[config.mk]
export PLATFORM = sky130hd
export DESIGN_NAME = pc_source_ctrl
export DESIGN_NICKNAME = d
export VERILOG_FILES = /design/src/rtl/pc_source_ctrl.sv
export SDC_FILE = /design/constraint.sdc
export NUM_CORES = 1
export LEC_CHECK = 0
export BUFFER_PORTS_ARGS = -buffer_cell sky130_fd_sc_hd__buf_2
export CAP_MARGIN = 15
export CORE_MARGIN = 3
export CORE_UTILIZATION = 50
export CTS_CLUSTER_DIAMETER = 100
export CTS_CLUSTER_SIZE = 28
export DETAILED_ROUTE_END_ITERATION = 12
export GPL_TIMING_DRIVEN = 0
export PLACE_DENSITY_LB_ADDON = 0.05
export SETUP_SLACK_MARGIN = 0.3
export SLEW_MARGIN = 20
export SYNTH_ARGS = -nofsm -noshare
export SYNTH_HDL_FRONTEND = slang
export SYNTH_SLANG_ARGS = --single-unit
[constraint.sdc]
create_clock -name clk -period 2.23 [get_ports clk]
set_input_delay 0.1115 -clock clk [delete_from_list [all_inputs] [get_ports clk]]
set_output_delay 0.1115 -clock clk [all_outputs]
set_load 0.01 [all_outputs]
[src/rtl/pc_source_ctrl.sv]
`default_nettype none
// ============================================================================
// Module   : pc_source_ctrl
// Purpose  : Resolves branch/jump/jr/rte/exception PC sources and sequences
//            the EPC save plus exception-vector fetch.
// Revision : 1.0 - initial release
// ============================================================================
module pc_source_ctrl #(
    parameter int MEM_WAIT = 2
) (
    input  logic       clk,
    input  logic       reset,
    input  logic       req,
    input  logic [5:0] op,
    input  logic [5:0] funct,
    input  logic       zero,
    input  logic       lt,
    input  logic       opcode_exc,
    input  logic       ovf_exc,
    input  logic       div0_exc,
    output logic [2:0] muxpcsource,
    output logic       pcWrite,
    output logic       epcWrite,
    output logic       memRead,
    output logic [1:0] excAddrSel,
    output logic       busy,
    output logic       done
);

    localparam int c_CW = (MEM_WAIT > 1) ? $clog2(MEM_WAIT) : 1;
    localparam logic [c_CW-1:0] c_LOAD = (MEM_WAIT > 0) ? c_CW'(MEM_WAIT - 1) : '0;

    localparam logic [5:0] c_OP_RTYPE = 6'h00;
    localparam logic [5:0] c_OP_J     = 6'h02;
    localparam logic [5:0] c_OP_JAL   = 6'h03;
    localparam logic [5:0] c_OP_BEQ   = 6'h04;
    localparam logic [5:0] c_OP_BNE   = 6'h05;
    localparam logic [5:0] c_OP_BLE   = 6'h06;
    localparam logic [5:0] c_OP_BGT   = 6'h07;
    localparam logic [5:0] c_FN_JR    = 6'h08;
    localparam logic [5:0] c_FN_RTE   = 6'h13;

    localparam logic [2:0] c_SRC_MEM   = 3'd0;
    localparam logic [2:0] c_SRC_ALU   = 3'd1;
    localparam logic [2:0] c_SRC_ALUO  = 3'd2;
    localparam logic [2:0] c_SRC_SHL2  = 3'd3;
    localparam logic [2:0] c_SRC_EPC   = 3'd4;

    typedef enum logic [2:0] {
        S_IDLE     = 3'd0,
        S_RESOLVE  = 3'd1,
        S_EXC_SAVE = 3'd2,
        S_EXC_WAIT = 3'd3,
        S_EXC_LOAD = 3'd4
    } state_t;

    state_t            r_state;
    state_t            w_next;
    logic [5:0]        r_op;
    logic [5:0]        r_funct;
    logic              r_zero;
    logic              r_lt;
    logic [1:0]        r_exc_sel;
    logic [c_CW-1:0]   r_cnt;

    logic              w_accept;
    logic              w_any_exc;
    logic [1:0]        w_exc_sel;
    logic              w_taken;

    assign w_accept  = (r_state == S_IDLE) && req;
    assign w_any_exc = opcode_exc | ovf_exc | div0_exc;
    assign w_exc_sel = opcode_exc ? 2'd0 : (ovf_exc ? 2'd1 : 2'd2);

    always_ff @(posedge clk or posedge reset) begin
        if (reset) begin
            r_state <= S_IDLE;
        end else begin
            r_state <= w_next;
        end
    end

    always_ff @(posedge clk or posedge reset) begin
        if (reset) begin
            r_op      <= '0;
            r_funct   <= '0;
            r_zero    <= 1'b0;
            r_lt      <= 1'b0;
            r_exc_sel <= 2'd0;
            r_cnt     <= '0;
        end else begin
            if (w_accept) begin
                r_op      <= op;
                r_funct   <= funct;
                r_zero    <= zero;
                r_lt      <= lt;
                r_exc_sel <= w_exc_sel;
            end
            if (r_state == S_EXC_SAVE) begin
                r_cnt <= c_LOAD;
            end else if ((r_state == S_EXC_WAIT) && (r_cnt != '0)) begin
                r_cnt <= r_cnt - 1'b1;
            end
        end
    end

    always_comb begin
        w_next = r_state;
        case (r_state)
            S_IDLE: begin
                if (req) begin
                    w_next = w_any_exc ? S_EXC_SAVE : S_RESOLVE;
                end
            end
            S_RESOLVE:  w_next = S_IDLE;
            S_EXC_SAVE: w_next = (MEM_WAIT == 0) ? S_EXC_LOAD : S_EXC_WAIT;
            S_EXC_WAIT: begin
                if (r_cnt == '0) begin
                    w_next = S_EXC_LOAD;
                end
            end
            S_EXC_LOAD: w_next = S_IDLE;
            default:    w_next = S_IDLE;
        endcase
    end

    // Branch condition is evaluated on the flags captured with the request.
    always_comb begin
        w_taken = 1'b0;
        case (r_op)
            c_OP_BEQ: w_taken = r_zero;
            c_OP_BNE: w_taken = ~r_zero;
            c_OP_BLE: w_taken = r_lt | r_zero;
            c_OP_BGT: w_taken = ~(r_lt | r_zero);
            default:  w_taken = 1'b0;
        endcase
    end

    always_comb begin
        muxpcsource = c_SRC_ALU;
        pcWrite     = 1'b0;
        epcWrite    = 1'b0;
        memRead     = 1'b0;
        excAddrSel  = 2'd0;
        done        = 1'b0;
        busy        = (r_state != S_IDLE);
        case (r_state)
            S_RESOLVE: begin
                done = 1'b1;
                case (r_op)
                    c_OP_BEQ, c_OP_BNE, c_OP_BLE, c_OP_BGT: begin
                        if (w_taken) begin
                            muxpcsource = c_SRC_ALUO;
                            pcWrite     = 1'b1;
                        end
                    end
                    c_OP_J, c_OP_JAL: begin
                        muxpcsource = c_SRC_SHL2;
                        pcWrite     = 1'b1;
                    end
                    c_OP_RTYPE: begin
                        if (r_funct == c_FN_JR) begin
                            muxpcsource = c_SRC_ALU;
                            pcWrite     = 1'b1;
                        end else if (r_funct == c_FN_RTE) begin
                            muxpcsource = c_SRC_EPC;
                            pcWrite     = 1'b1;
                        end
                    end
                    default: ;
                endcase
            end
            S_EXC_SAVE: begin
                epcWrite   = 1'b1;
                memRead    = 1'b1;
                excAddrSel = r_exc_sel;
            end
            S_EXC_WAIT: begin
                excAddrSel = r_exc_sel;
            end
            S_EXC_LOAD: begin
                excAddrSel  = r_exc_sel;
                muxpcsource = c_SRC_MEM;
                pcWrite     = 1'b1;
                done        = 1'b1;
            end
            default: ;
        endcase
    end

endmodule
`default_nettype wire

After elaboration in Yosys (flattened, before gate mapping) --
Index checks and enable logic that the tools add are counted.
Cells by class: add/sub/neg operators 1, shift-type cells 0, multipliers 0, muxes and demuxes 22, reduce and logical (&&, ||, !) cells 11, equal/unequal tests 14, bitwise logic cells 5, magnitude comparators 0, div/mod/pow operators 0
Operators with widths (count):
- $eq A6 B3 Y1 const B | 4
- $pmux W3 S3 | 2
- $eq A6 B2 Y1 const B | 2
- $mux W3 | 4
- $mux W2 | 5
- $mux W1 | 7
- $eq A3 B2 Y1 const B | 2
- $eq A6 B4 Y1 const B | 1
- $eq A6 B5 Y1 const B | 1
- $logic_not A6 Y1 | 1
- $pmux W3 S2 | 1
- $ne A2 B2 Y1 const B | 2
- $pmux W1 S4 | 1
- $reduce_or A2 Y1 | 2
- $reduce_or A4 Y1 | 1
- $eq A3 B1 Y1 const B | 1
- $eq A3 B3 Y1 const B | 1
- $logic_not A3 Y1 | 1
- $or A1 B1 Y1 | 3
- $pmux W1 S3 | 1
- $reduce_bool A3 Y1 | 1
- $reduce_or A3 Y1 | 1
- $logic_and A1 B1 Y1 | 2
- $not A1 Y1 | 2
- 4 further kinds | 4
Word-level totals: bits in read-only memories 0, memory bits (writable) 0, input bits 20, memories 0, bits in latches 0, register bits 20, output and inout port bits 10

Depth between registers and ports, before layout --
depth after elaboration 6, depth in mapped cells 7, depth with buffers taken out 4

Worst setup path before layout --
No wires, ideal clock.
kind register to register, start point reg r_state[1], end point reg r_funct[2], cell stages (with the launch flop) 7, slack 0.544 ns, arrival 1.561 ns, path buffers 3, required time 2.105 ns, cells stage by stage dfrtp_1 > buf_6 > or3_1 > buf_2 > nor2_8 > buf_12 > mux2_4
On the way: longest elaborated chain between the ends 2
Ends and longest elaborated chain:
- start: declaration | line 57 | state_t r_state;
- start signal: assignment | line 79 | r_state <= w_next;
- $logic_not A3 Y1 | line 71 | assign w_accept = (r_state == S_IDLE) && req;
- $logic_and A1 B1 Y1 | line 71
- end signal: assignment | line 94 | r_funct <= funct;
- end: declaration | line 60 | logic [5:0] r_funct;
No other way between the ends. A chain may end at the register's enable or synchronous reset.

Worst setup path after layout --
start point reg r_state[1], end point out pcWrite
On the way: longest elaborated chain between the ends 2, elaborated cells on any way between the ends 3
Ends and longest elaborated chain:
- $eq A3 B3 Y1 or $eq A3 B1 Y1 (tied branches) | line 147 | case (r_state)
- $pmux W1 S2 * | line 147
- end: declaration | line 22 | output logic pcWrite,
Mark *: on every way between the ends. The rest lies on a longest branch, timed or not.

==> out/results.txt <==
At the pin with the least slew margin, the transition time is 0.727 ns. Buffers placed on the I/O ports in this run total 29. From synthesis to final layout, the design area changed by 28.0%. The share of synthesized flip-flops with an asynchronous set or reset came out at 100%.

The commonest cells after synthesis are dfrtp_1 (20), nor2_1 (8), mux2_2 (7). The tools report the peak supply drop as 0.806 mV. In this run the worst path has a maximum fanout of 10. The startpoint identified for the worst register-to-register timing path is r_state[1]. The TritonCTS buffer count is 3. For the worst-skew pair, the clock arrives at the later sink with an insertion delay of 0.31 ns. The run gives 3440 µm as the first-pass GRT wire length. The highest layer touched by signal routing is met4. Among all flip-flop cells after synthesis, the most frequent one is dfrtp_1. On the worst path, the slowest cell contributes a delay of 0.39 ns. The number of synthesized flops with an enable pin is 0, and the buffering stage count on the worst path with inverters included is 2.

STA classifies the critical path endpoint as an output port. In this run the horizontal extent of the chip is 51.6 µm. After detailed routing, the met3 layer carries 123 µm of wire.

The leakage power figure was 0.636 nW. The combinational cell fraction of total power was 45.8%; the die boundary height was 51.6 µm. dfrtp_1 takes more of the synthesized area than any other cell.

The run gives 38.0% as the portion of total power attributed to sequential cells. Global routing used 18.2% of the available tracks across all layers. The critical path launch point is r_state[1]. For the post-synthesis sequential area ratio, the log shows 48.2%. By startpoint and endpoint, the worst setup path is classified as register to output port. The final count of hold timing violations is 0. The run gives 0 as the total of warnings raised by yosys. Entering global routing, the biggest net connects 21 pins.

The final antenna-violating net count is 0, and the number of diodes is 0. The top-area cell type share of the netlist area was 48.2%. The tools report the clock root buffer as clkbuf_4. Max-cap violations in this run came to 0.

In the routed design, unresolved DRC markers number 0. The HPWL after detailed placement was 1510 µm. The first detailed-routing pass ran for 4 iterations. The path class of the tightest hold or removal check is primary input to register. For the setup violation total in the final timing report, the log shows 0. By area the synthesized netlist is led by dfrtp_1 (48%), mux2_4 (8.7%), mux2_2 (7.6%), nor2_1 (2.9%), a21oi_1 (2.4%).

The clock net in this run drives a total of 20 sinks. The run gives 72.2% as the core occupancy in the finished layout. TritonCTS built the clock tree. Number of distinct library cell variants in the gate-level netlist after synthesis: 34. Number of top-level design ports: 30. The run gives 1.84 mW as the total power draw. The final-layout setup total negative slack is 0 ns, and the switching power summed over all nets is 637 µW. The maximum clock insertion buffer count is 2.

The number of global-route vias before repair was 763; the fraction of layout cells with a size suffix above 1 was 44.6%. For this block, the via count after detailed routing is 818. The mapped netlist covers 1040 µm². The run gives 2.12 ns as the worst endpoint required time.

The tools report the internal power as 1.20 mW. In this run the mean area of a mapped cell was 11.4 µm². The tools report the wire length on met1 as 887 µm.

The flop and latch count out of synthesis is 20. The count of routing violations after the opening detailed-route iteration came out at 8. The worst hold path startpoint was ovf_exc. The run gives 0.00933 ns as the maximum clock skew at final layout. The power density over the cells is 1380 nW/µm², and the max-slew headroom at the worst pin is 51.5%.

The initial core utilization came out at 56.5%. The die covers 2660 µm². Final hold analysis gives a worst-case slack of 0.00880 ns. The run gives 0 as the final number of max-transition violations.

The logs give 534 MHz for the highest attainable clock frequency and 998 µm for the wire length on met2. In this design, the largest share of critical-path delay is due to compound AO/OA/AOI/OAI gates. The number of nets handed over by synthesis was 111.

Using the TritonRoute via totals, the vias-per-cell ratio works out to 5.28. Part of the power in the clock network: 16.2%. The clock input transition at the sequential cells of the worst setup and hold paths came out at 0.12 ns. The run gives 151 as the total number of nets in the final design. For the area of the core, the log shows 1840 µm².

The total overflow left after global routing is 0. Subtracting the final worst setup slack from the clock period gives 1.87 ns. The row count was 15; the routed length per placed instance was 13.2 µm. Initial antenna violation count: 0.

Walking the worst path, the cells encountered are buf_6, nor4_2, nand2b_1, o32a_2, o21ai_1, buf_2. Counting every instance in the synthesized netlist gives 91. The most frequent cell after synthesis is dfrtp_1.

The run finished with clean final reports. The arrival time at the worst endpoint was 1.76 ns; the final worst-path cycle share was 84.0%. The final RePlAce weighted congestion was 0.767. Of the total power, the share spent switching nets is 34.6%. Summed over all layers, the routed wires come to 2040 µm. The tools report the kind of start point of the critical path as a register. The master of the slowest instance on the critical path was dfrtp_1. Setup repair after global routing could not meet its margin everywhere. The H-tree depth is 1.
[layer usage]
layer | vias to the layer above | track usage, %
met5 | - | 0
met4 | 0 | 7.86
met3 | 4 | 6.02
met2 | 26 | 28.8
met1 | 386 | 22.6
li1 | 402 | -
[sequential cells by signal, summed over array words and instances, names as in the netlist]
name	cells
r_funct	6
r_state	3
r_lt	1
r_exc_sel	2
r_cnt	1
r_zero	1
r_op	6
[logic make-up after synthesis]
kind of cell           share of synthesized area (%)
AO/OA/AOI/OAI                                   11.7
AND/OR/NAND/NOR                                 17.4
XOR/XNOR                                       0.844
buffers and inverters                           5.66
multiplexers                                    16.3
flip-flops                                      48.2
[worst reg2reg max path: stages (launching register included)]
cell and delay, ns:
dfrtp_1 0.39, buf_6 0.14, or3_1 0.33, buf_2 0.17, nor2_8 0.18, buf_12 0.17
mux2_4 0.30
[cell type report]
type,instances,area [µm²]
Inverter,4,15.0
Clock inverter,1,30.0
Multi-Input combinational cell,63,490
Timing Repair Buffer,35,195
Fill cell,161,510
Buffer,4,43.8
Tap cell,25,31.3
Clock buffer,3,22.5
Sequential cell,20,500
[cell usage in the layout (no fill, tap or decap), drive strengths merged, types with 3 or more instances in the layout]
cell type  instances
nor3               3
nor2               9
dfrtp             20
o21ai              5
buf               37
mux2              13
nand2b             3
clkbuf             3
a21oi              5
nand2              3
inv                4
[final timing paths]
path | slack (ns) | end | cells after the start
setup / recovery | 0.36 | pcWrite | 6
hold / removal | 0.009 | r_exc_sel[1] | 2
setup reg to reg | 0.45 | r_op[1] | 6
hold reg to reg | 0.47 | r_state[2] | 1
max in group asynchronous | 1.31 | r_zero | 3
min in group asynchronous | 0.46 | r_state[1] | 3
[timing repair]
action,4_1_cts,5_1_grt
setup buffers,1,3
gates resized for setup,0,3
hold buffers,2,0
endpoints found under the setup margin,1,2
hold endpoints to repair,21,0
cloned,0,0
[power by group through the flow]
| stage | sequential, mW | combinational (mW) | clock (mW) |
|---|---|---|---|
| after CTS | 0.692 | 0.817 | 0.303 |
| final | 0.699 | 0.843 | 0.299 |
| after floorplan | 0.654 | 0.649 | 0 |
| after global placement | 0.687 | 0.788 | 0 |
| after detailed placement | 0.700 | 0.806 | 0 |
| after global routing | 0.723 | 0.933 | 0.321 |
[metrics by stage]
stage | setup slack (ns) | std cells | area [µm²]
floorplan | 0.544 | 91 | 1040
global placement | 0.467 | 145 | 1210
detailed placement | 0.470 | 145 | 1210
CTS | 0.306 | 152 | 1290
global route | 0.281 | 155 | 1330
finish | 0.358 | 155 | 1330
No activity file was read; power rests on OpenSTA's default activity.
